File: config.mk
export PLATFORM = sky130hd
export DESIGN_NAME = dmem_arbiter
export DESIGN_NICKNAME = d
export VERILOG_FILES = /design/src/rtl/common.sv /design/src/rtl/dmem_arbiter.sv
export SDC_FILE = /design/constraint.sdc
export NUM_CORES = 1
export LEC_CHECK = 0
export CAP_MARGIN = 20
export CORE_AREA = 2 2 106 108
export CTS_BUF_LIST = sky130_fd_sc_hd__clkbuf_2
export CTS_CLUSTER_DIAMETER = 120
export DETAILED_ROUTE_END_ITERATION = 6
export DIE_AREA = 0 0 108 110
export HOLD_SLACK_MARGIN = 0.06
export MAX_ROUTING_LAYER = met4
export SLEW_MARGIN = 20
export SYNTH_ARGS = -nofsm -noshare
export SYNTH_HDL_FRONTEND = slang
export SYNTH_SLANG_ARGS = --single-unit
File: constraint.sdc
create_clock -name clk_i -period 2.1 [get_ports clk_i]
set_input_delay 0.315 -clock clk_i [delete_from_list [all_inputs] [get_ports clk_i]]
set_output_delay 0.315 -clock clk_i [all_outputs]
set_load 0.01 [all_outputs]
File: src/rtl/common.sv
// -----------------------------------------------------------------------------
// common
//   Shared types and constants for the data-memory arbitration slice.
//   - dma_req_t          : one DMA request beat (byte address, store data,
//                          byte-write mask; mask 0000 means read)
//   - DMEM_STARVE_LIMIT  : default number of back-to-back CPU grants allowed
//                          while a DMA request is waiting
//   - DMEM_MASK_READ     : byte mask value that encodes a read access
//   - is_read()          : true when a byte mask encodes a read access
// -----------------------------------------------------------------------------
package common;

    localparam int unsigned DMEM_STARVE_LIMIT = 4;
    localparam int unsigned DMEM_ADDR_W       = 32;
    localparam int unsigned DMEM_DATA_W       = 32;
    localparam int unsigned DMEM_MASK_W       = 4;

    localparam logic [DMEM_MASK_W-1:0] DMEM_MASK_READ = '0;

    typedef struct packed {
        logic [DMEM_ADDR_W-1:0] addr;
        logic [DMEM_DATA_W-1:0] write_data;
        logic [DMEM_MASK_W-1:0] write_mask;
    } dma_req_t;

    function automatic logic is_read(input logic [DMEM_MASK_W-1:0] mask);
        return (mask == DMEM_MASK_READ);
    endfunction

endpackage

File: src/rtl/dmem_arbiter.sv
// -----------------------------------------------------------------------------
// dmem_arbiter
//   Shares one single-port data memory between the CPU memory-access stage and
//   a DMA engine. The CPU normally wins; a waiting DMA request is guaranteed a
//   slot after STARVE_LIMIT consecutive CPU grants. Grant selection is purely
//   combinational so the memory sees the winning address in the same cycle.
//   DMA reads return data one cycle after their grant; DMA writes complete on
//   the grant cycle and produce no response. CPU read data is not routed here:
//   the CPU write-back stage samples dmem_read_data_i itself.
//
// Ports
//   clk_i              in   1   clock
//   reset_n_i          in   1   asynchronous active-low reset
//   cpu_req_i          in   1   CPU needs the memory this cycle
//   cpu_addr_i         in   32  CPU byte address
//   cpu_write_data_i   in   32  CPU lane-replicated store data
//   cpu_write_mask_i   in   4   CPU byte enables (0000 = load)
//   cpu_stall_o        out  1   CPU request not granted this cycle
//   dma_valid_i        in   1   DMA request valid
//   dma_ready_o        out  1   DMA request accepted this cycle
//   dma_addr_i         in   32  DMA byte address
//   dma_write_data_i   in   32  DMA store data
//   dma_write_mask_i   in   4   DMA byte enables (0000 = read)
//   dma_rsp_valid_o    out  1   DMA read response valid
//   dma_rsp_data_o     out  32  DMA read response data (0 when not valid)
//   dmem_addr_o        out  32  memory address
//   dmem_write_data_o  out  32  memory store data
//   dmem_write_mask_o  out  4   memory byte enables
//   dmem_read_data_i   in   32  memory read data, one cycle after address
// -----------------------------------------------------------------------------
module dmem_arbiter
    import common::*;
#(
    parameter int unsigned STARVE_LIMIT = DMEM_STARVE_LIMIT
) (
    input  logic                   clk_i,
    input  logic                   reset_n_i,

    input  logic                   cpu_req_i,
    input  logic [DMEM_ADDR_W-1:0] cpu_addr_i,
    input  logic [DMEM_DATA_W-1:0] cpu_write_data_i,
    input  logic [DMEM_MASK_W-1:0] cpu_write_mask_i,
    output logic                   cpu_stall_o,

    input  logic                   dma_valid_i,
    output logic                   dma_ready_o,
    input  logic [DMEM_ADDR_W-1:0] dma_addr_i,
    input  logic [DMEM_DATA_W-1:0] dma_write_data_i,
    input  logic [DMEM_MASK_W-1:0] dma_write_mask_i,
    output logic                   dma_rsp_valid_o,
    output logic [DMEM_DATA_W-1:0] dma_rsp_data_o,

    output logic [DMEM_ADDR_W-1:0] dmem_addr_o,
    output logic [DMEM_DATA_W-1:0] dmem_write_data_o,
    output logic [DMEM_MASK_W-1:0] dmem_write_mask_o,
    input  logic [DMEM_DATA_W-1:0] dmem_read_data_i
);

    localparam logic [3:0] LIMIT = 4'(STARVE_LIMIT);

    dma_req_t   dma_req;
    logic       cpu_grant;
    logic       dma_grant;
    logic       dma_starved;
    logic [3:0] starve_cnt;
    logic [3:0] starve_cnt_nxt;
    logic       rsp_pending;

    assign dma_req = '{addr:       dma_addr_i,
                       write_data: dma_write_data_i,
                       write_mask: dma_write_mask_i};

    // Grant decision: deliberately not gated by reset so the memory port keeps
    // serving requests while the sequential state is held cleared.
    assign dma_starved = dma_valid_i & (starve_cnt == LIMIT);
    assign cpu_grant   = cpu_req_i & ~dma_starved;
    assign dma_grant   = dma_valid_i & ~cpu_grant;

    assign cpu_stall_o = cpu_req_i & ~cpu_grant;
    assign dma_ready_o = dma_grant;

    // Memory port mux. With no grant the CPU address/data are still presented
    // but with a zero mask, so the memory performs a harmless read.
    always_comb begin
        dmem_addr_o       = cpu_addr_i;
        dmem_write_data_o = cpu_write_data_i;
        dmem_write_mask_o = DMEM_MASK_READ;
        if (cpu_grant) begin
            dmem_write_mask_o = cpu_write_mask_i;
        end else if (dma_grant) begin
            dmem_addr_o       = dma_req.addr;
            dmem_write_data_o = dma_req.write_data;
            dmem_write_mask_o = dma_req.write_mask;
        end
    end

    // Counts CPU wins while DMA is waiting; any DMA win or an idle DMA side
    // restarts the count, so the guarantee is per waiting request.
    always_comb begin
        starve_cnt_nxt = starve_cnt;
        if (!dma_valid_i || dma_grant) begin
            starve_cnt_nxt = '0;
        end else if (cpu_grant && (starve_cnt < LIMIT)) begin
            starve_cnt_nxt = starve_cnt + 4'd1;
        end
    end

    always_ff @(posedge clk_i or negedge reset_n_i) begin
        if (!reset_n_i) begin
            starve_cnt <= '0;
        end else begin
            starve_cnt <= starve_cnt_nxt;
        end
    end

    // Response tracking: memory read data arrives one cycle after the address,
    // so a granted DMA read is flagged for exactly the following cycle. An
    // asynchronous reset clears the flag and thereby drops an in-flight reply.
    always_ff @(posedge clk_i or negedge reset_n_i) begin
        if (!reset_n_i) begin
            rsp_pending <= 1'b0;
        end else begin
            rsp_pending <= dma_grant & is_read(dma_req.write_mask);
        end
    end

    assign dma_rsp_valid_o = rsp_pending;
    assign dma_rsp_data_o  = rsp_pending ? dmem_read_data_i : '0;

    // Structural invariants of the arbiter.
    a_one_grant : assert property (@(posedge clk_i) !(cpu_grant && dma_grant));
    a_cnt_range : assert property (@(posedge clk_i) disable iff (!reset_n_i)
                                   starve_cnt <= LIMIT);

endmodule

== Yosys cells after proc, flatten, opt, wreduce, memory -nomap -nowiden ==
Index checks and enable logic that the tools add are counted.

* Add/sub/neg operators: 1
* Magnitude comparators: 1
* Eq/ne operators: 1
* Multiplexer cells: 9
* Bitwise gates (word level): 7
* Reduce and logical (&&, ||, !) cells: 5

{| class="wikitable"
|+ Operators with widths
! kind !! count
|-
| 32-bit two-way mux || 5
|-
| 4-bit two-way mux || 4
|-
| 1-bit AND || 5
|-
| 4-bit by 1-bit adder with 4-bit output, second input constant || 1
|-
| 4-bit by 3-bit == test with 1-bit output, second input constant || 1
|-
| 4-bit logical NOT || 1
|-
| 4-bit by 3-bit < comparator with 1-bit output, second input constant || 1
|-
| 1-bit NOT || 2
|-
| 2-bit nonzero test || 1
|-
| 1-bit logical AND || 1
|-
| 1-bit logical NOT || 1
|-
| 1-bit logical OR || 1
|}

* Register bits after elaboration: 5
* Input bits: 172
* Output and inout bits: 103

== Logic depth before layout (Yosys ltp) ==
* Depth after elaboration: 8
* Gate-level depth with buffers: 7

== Worst setup path before layout ==
No wires, ideal clock.

* Path kind: register to output
* Start: register starve_cnt[0]
* End: output dmem_addr_o[14]
* Arrival: 1568 ps
* Path slack: 217 ps
* Stages on the path, launching flop included: 8
* Buffers on the path: 2
* Cells stage by stage: dfrtp_1 > inv_1 > ha_1 > nand3b_4 > a21oi_4 > buf_8 > buf_12 > mux2_4

* Longest elaborated chain between the ends: 8

{| class="wikitable"
|+ RTL lines
! item !! RTL line !! RTL
|-
| from (decl) || dmem_arbiter.sv:65 || <nowiki>logic [3:0] starve_cnt;</nowiki>
|-
| from (signal assigned) || dmem_arbiter.sv:112 || <nowiki>starve_cnt <= starve_cnt_nxt;</nowiki>
|-
| 4-bit by 3-bit == test with 1-bit output * || dmem_arbiter.sv:75 || <nowiki>assign dma_starved = dma_valid_i & (starve_cnt == LIMIT);</nowiki>
|-
| 1-bit AND * || dmem_arbiter.sv:75 ||
|-
| 1-bit NOT * || dmem_arbiter.sv:76 || <nowiki>assign cpu_grant = cpu_req_i & ~dma_starved;</nowiki>
|-
| 1-bit AND * || dmem_arbiter.sv:76 ||
|-
| 1-bit NOT || dmem_arbiter.sv:77 || <nowiki>assign dma_grant = dma_valid_i & ~cpu_grant;</nowiki>
|-
| 1-bit AND || dmem_arbiter.sv:77 ||
|-
| 32-bit two-way mux || dmem_arbiter.sv:90 || <nowiki>end else if (dma_grant) begin</nowiki>
|-
| 32-bit two-way mux * || dmem_arbiter.sv:88 || <nowiki>if (cpu_grant) begin</nowiki>
|-
| to (decl) || dmem_arbiter.sv:53 || <nowiki>output logic [DMEM_ADDR_W-1:0] dmem_addr_o,</nowiki>
|}

Mark *: on every way between the ends. The rest lies on a longest branch, timed or not.

== Worst setup path after layout ==
* Start: register starve_cnt[1]
* End: output dmem_write_data_o[6]

* Longest elaborated chain between the ends: 8

{| class="wikitable"
|+ RTL lines
! item !! RTL line !! RTL
|-
| 4-bit by 3-bit == test with 1-bit output * || dmem_arbiter.sv:75 ||
|-
| 1-bit AND * || dmem_arbiter.sv:75 ||
|-
| 1-bit NOT * || dmem_arbiter.sv:76 ||
|-
| 1-bit AND * || dmem_arbiter.sv:76 ||
|-
| 1-bit NOT || dmem_arbiter.sv:77 ||
|-
| 1-bit AND || dmem_arbiter.sv:77 ||
|-
| 32-bit two-way mux || dmem_arbiter.sv:90 ||
|-
| 32-bit two-way mux * || dmem_arbiter.sv:88 ||
|-
| to (decl) || dmem_arbiter.sv:54 || <nowiki>output logic [DMEM_DATA_W-1:0] dmem_write_data_o,</nowiki>
|}

Marks and branches as above.

==> flow_summary.html <==
<table>
<tr><th>Metric</th><th>Value</th></tr>
<tr><th colspan="2">Yosys</th></tr>
<tr><td>Largest area contributor in the netlist</td><td>mux2_4</td></tr>
<tr><td>Xor-xnor portion of the synthesized cell area</td><td>0</td></tr>
<tr><td>Simple-gate share of the synthesized area</td><td>0.1828</td></tr>
<tr><td>Synth Area in Compound Gates</td><td>0.03317</td></tr>
<tr><td>Synth Flop Type</td><td>dfrtp_1</td></tr>
<tr><td>Warnings, synthesis</td><td>0</td></tr>
<tr><td>Fraction of registers with async set or reset after synthesis</td><td>1.000</td></tr>
<tr><td>Sequential area share after synthesis</td><td>0.08091</td></tr>
<tr><td>Share of synthesized cell area in full adder, half adder and majority cells</td><td>0.01618</td></tr>
<tr><td>Number of distinct library cells after synthesis</td><td>21</td></tr>
<tr><td>Average cell area after synthesis</td><td>10.45 um^2</td></tr>
<tr><td>Post-Syn Nets</td><td>322</td></tr>
<tr><td>Multiplexer area fraction after synthesis</td><td>0.5890</td></tr>
<tr><td>Gate Count Post-Synth</td><td>148</td></tr>
<tr><td>Share of Yosys cell area claimed by the top area cell type</td><td>0.3883</td></tr>
<tr><td>Mapped cell area</td><td>0.001546 mm^2</td></tr>
<tr><td>Dominant combinational cell family by area after synthesis</td><td>multiplexers</td></tr>
<tr><td>EDFF count, synth</td><td>0</td></tr>
<tr><td>Cell types with the largest area share after synthesis</td><td>mux2_4, mux2_2, and2_1, dfrtp_1, buf_12</td></tr>
<tr><td>Flop and latch count out of synthesis</td><td>5</td></tr>
<tr><th colspan="2">Floorplan</th></tr>
<tr><td>Effective utilization at floorplan</td><td>0.1446</td></tr>
<tr><td>Die boundary height</td><td>110 um</td></tr>
<tr><td>Die footprint</td><td>0.01188 mm^2</td></tr>
<tr><td>CORE AREA</td><td>0.01070 mm^2</td></tr>
<tr><td>I/O pins</td><td>275</td></tr>
<tr><td>Die X-Extent</td><td>108 um</td></tr>
<tr><td>Placement row count</td><td>38</td></tr>
<tr><th colspan="2">Placement</th></tr>
<tr><td>Total of buffers placed on input and output ports</td><td>274</td></tr>
<tr><td>Area after DPL</td><td>0.004551 mm^2</td></tr>
<tr><td>Dpl hpwl</td><td>7183 um</td></tr>
<tr><td>Placer congestion estimate</td><td>0.7447</td></tr>
<tr><td>Worst slack, placed</td><td>-427.4 ps</td></tr>
<tr><th colspan="2">Clocking</th></tr>
<tr><td>CTS Root Cell</td><td>clkbuf_2</td></tr>
<tr><td>Number of buffers created by CTS</td><td>3</td></tr>
<tr><td>Clock Pin Slew Worst Setup and Hold Paths</td><td>60 ps</td></tr>
<tr><td>TritonCTS clock tree</td><td>built</td></tr>
<tr><td>Buffers from clock root to sink, at most</td><td>2</td></tr>
<tr><td>CTS sink cnt</td><td>5</td></tr>
<tr><td>H-tree depth</td><td>1</td></tr>
<tr><td>Clk_lat worst skew</td><td>230 ps</td></tr>
<tr><th colspan="2">Timing</th></tr>
<tr><td>Worst clock skew</td><td>2.619 ps</td></tr>
<tr><td>Slew HR</td><td>0.7827</td></tr>
<tr><td>Final worst-path cycle share</td><td>1.145</td></tr>
<tr><td>Number of pins with negative max-slew slack in the final report</td><td>0</td></tr>
<tr><td>Slew of the pin with the lowest slew margin</td><td>323.0 ps</td></tr>
<tr><td>Post-route worst hold slack</td><td>313.4 ps</td></tr>
<tr><td>Slack of the critical path</td><td>-304.3 ps</td></tr>
<tr><td>Number of setup violations in the final report</td><td>68</td></tr>
<tr><td>Unrepaired setup endpoints after global routing</td><td>yes</td></tr>
<tr><td>Endpoints failing hold</td><td>0</td></tr>
<tr><td>Maximum frequency from static timing analysis</td><td>0.4159 GHz</td></tr>
<tr><td>Final min period</td><td>2404 ps</td></tr>
<tr><th colspan="2">Finish</th></tr>
<tr><td>Highest-count cells in the layout ignoring fill and taps</td><td>clkdlybuf4s50_1, buf_6, mux2_4</td></tr>
<tr><td>Net count of the finished layout</td><td>646</td></tr>
<tr><td>Post-synthesis to final-layout area growth</td><td>228.6%</td></tr>
<tr><td>Most common cell after layout, fill and taps aside</td><td>clkdlybuf4s50_1</td></tr>
<tr><td>Final std cell area, no fill</td><td>0.005081 mm^2</td></tr>
<tr><td>Diode insertion count for antenna repair</td><td>0</td></tr>
<tr><td>Fraction of final layout cells sized beyond drive strength 1</td><td>0.4161</td></tr>
<tr><th colspan="2">Route</th></tr>
<tr><td>Count of antenna-violating nets left after detailed routing</td><td>0</td></tr>
<tr><td>Number of DRC markers in iteration 0</td><td>62</td></tr>
<tr><td>Initial DRT Pass Iterations</td><td>4</td></tr>
<tr><td>Via/cell ratio</td><td>3.879</td></tr>
<tr><td>Total length of routed wires</td><td>8973 um</td></tr>
<tr><td>WL per Instance</td><td>14.69 um</td></tr>
<tr><td>Routed via count</td><td>2370</td></tr>
<tr><td>DRC errors left</td><td>0</td></tr>
<tr><th colspan="2">Hold path</th></tr>
<tr><td>Kind of path behind the tightest hold check</td><td>input pin to asynchronous set/reset pin</td></tr>
<tr><th colspan="2">Setup path</th></tr>
<tr><td>Critical path's slowest cell</td><td>dfrtp_1</td></tr>
<tr><td>Crit path kind</td><td>flip-flop to primary output</td></tr>
<tr><td>Category of the worst setup path capture point</td><td>primary output</td></tr>
<tr><td>Top fanout value on the critical path</td><td>6</td></tr>
<tr><td>Slowest cell delay on critical path</td><td>390 ps</td></tr>
<tr><td>CP required</td><td>1780 ps</td></tr>
<tr><td>Critical path arrival</td><td>2090 ps</td></tr>
<tr><td>Nature of the critical path startpoint</td><td>flip-flop</td></tr>
<tr><td>Cell type with the highest occurrence count on the critical path</td><td>buf_6</td></tr>
<tr><td>CP cell instances</td><td>inv_2 &gt; ha_4 &gt; nand3b_4 &gt; a21oi_4 &gt; buf_12 &gt; buf_12 &gt; buf_6 &gt; buf_6 &gt; buf_6 &gt; mux2_4 &gt; buf_6</td></tr>
<tr><th colspan="2">Power and ir drop</th></tr>
<tr><td>Static Leakage</td><td>2.303 nW</td></tr>
<tr><td>Overall power consumption</td><td>1.169 mW</td></tr>
<tr><td>Pwr dens</td><td>230.1 mW/mm^2</td></tr>
<tr><td>VDD IR-drop max</td><td>0.1335 mV</td></tr>
<tr><th colspan="2">Global routing</th></tr>
<tr><td>Largest net degree at the start of global routing</td><td>34</td></tr>
<tr><td>Vias in the first global route</td><td>2336</td></tr>
<tr><td>Number of antenna violations at the first check in global routing</td><td>0</td></tr>
<tr><td>First-pass GRT wire length</td><td>11740 um</td></tr>
<tr><td>Gr ovfl total</td><td>0</td></tr>
<tr><td>Global-route usage over all layers</td><td>0.1295</td></tr>
<tr><th colspan="2">Status</th></tr>
<tr><td>Failing checks</td><td>negative setup slack</td></tr>
<tr><td>Result of the run</td><td>complete, but fails checks</td></tr>
<tr><th colspan="2">Job</th></tr>
<tr><td>Max-cap violations</td><td>0</td></tr>
</table>
==> through the flow <==
stage / util / cells / TNS (ps)
final: 0.4750 / 611 / -12710
after global routing: 0.4750 / 611 / -18230
after CTS: 0.4364 / 593 / -15010
after detailed placement: 0.4254 / 573 / -24610
after global placement: 0.4254 / 573 / -23920
after floorplan: - / 148 / 0
==> flip-flops by register name, summed over array words and instances, names as in the netlist <==
| signal | cells |
|---|---|
| starve_cnt | 4 |
| dma_rsp_valid_o | 1 |
==> worst paths after layout <==
path	from	end	slack, ps	cells past startpoint
max	starve_cnt[1]	dmem_write_data_o[6]	-300	11
min	reset_n_i	dma_rsp_valid_o	310	1
max reg2reg	starve_cnt[1]	dma_rsp_valid_o	740	7
min reg2reg	starve_cnt[2]	starve_cnt[2]	620	2
max in group asynchronous	reset_n_i	starve_cnt[2]	1580	1
min in group clk_i	starve_cnt[2]	starve_cnt[2]	620	2
==> layer usage <==
| metal | track usage | wire length, um | part of all wire | up-vias |
|---|---|---|---|---|
| li1 | - | - | - | 1156 |
| met1 | 0.1402 | 3267 | 0.36 | 1061 |
| met2 | 0.2457 | 4699 | 0.52 | 151 |
| met3 | 0.02881 | 965 | 0.11 | 2 |
| met4 | 0.02198 | 40 | 0.0045 | 0 |
| met5 | - | 0 | 0 | - |
==> critical path: cells and delay by family (launching register included) <==
kind            cells  cell delay, ps
fa+ha+maj           1             160
flops               1             390
simple gates        1              90
mux                 1             290
compound gates      1             200
buf+inv             7             710
==> report_power, final <==
group | internal, mW | leakage [nW] | total [mW] | switching (mW)
combinational | 0.696 | 2.22 | 0.975 | 0.279
sequential | 0.0983 | 0.0687 | 0.0996 | 0.00124
clock | 0.0505 | 0.0166 | 0.0948 | 0.0443
total | 0.845 | 2.30 | 1.17 | 0.324
==> cell families after synthesis <==
| group | Yosys count |
|---|---|
| AOI/OAI and AO/OA | 8 |
| adders and majority gates | 2 |
| DFF | 5 |
| buffers and inverters | 18 |
| muxes | 68 |
| and+or+nand+nor | 47 |
==> area by class of cell <==
type / count / area (um^2)
Clock buffer: 4 / 20.02
Fill cell: 1018 / 5617
Inverter: 8 / 30.03
Multi-Input combinational cell: 125 / 1346
Sequential cell: 5 / 125.1
Tap cell: 140 / 175.2
Timing Repair Buffer: 329 / 3385
==> Yosys cell counts, drive strengths merged, types with 2 or more instances <==
cell type	count
mux2i	4
nand2	8
mux2	64
and2	33
buf	7
a21oi	4
o21ai	4
dfrtp	5
clkbuf	3
nor2	2
ha	2
inv	8
==> repair_timing <==
action,CTS,global route
resized for setup,249,125
buffers inserted,15,18
pin swaps,0,2
endpoints found under the hold margin,0,0
setup endpoints to repair,70,69
hold buffers,0,0
gates cloned,1,1
(Power assumes the default switching activity.)
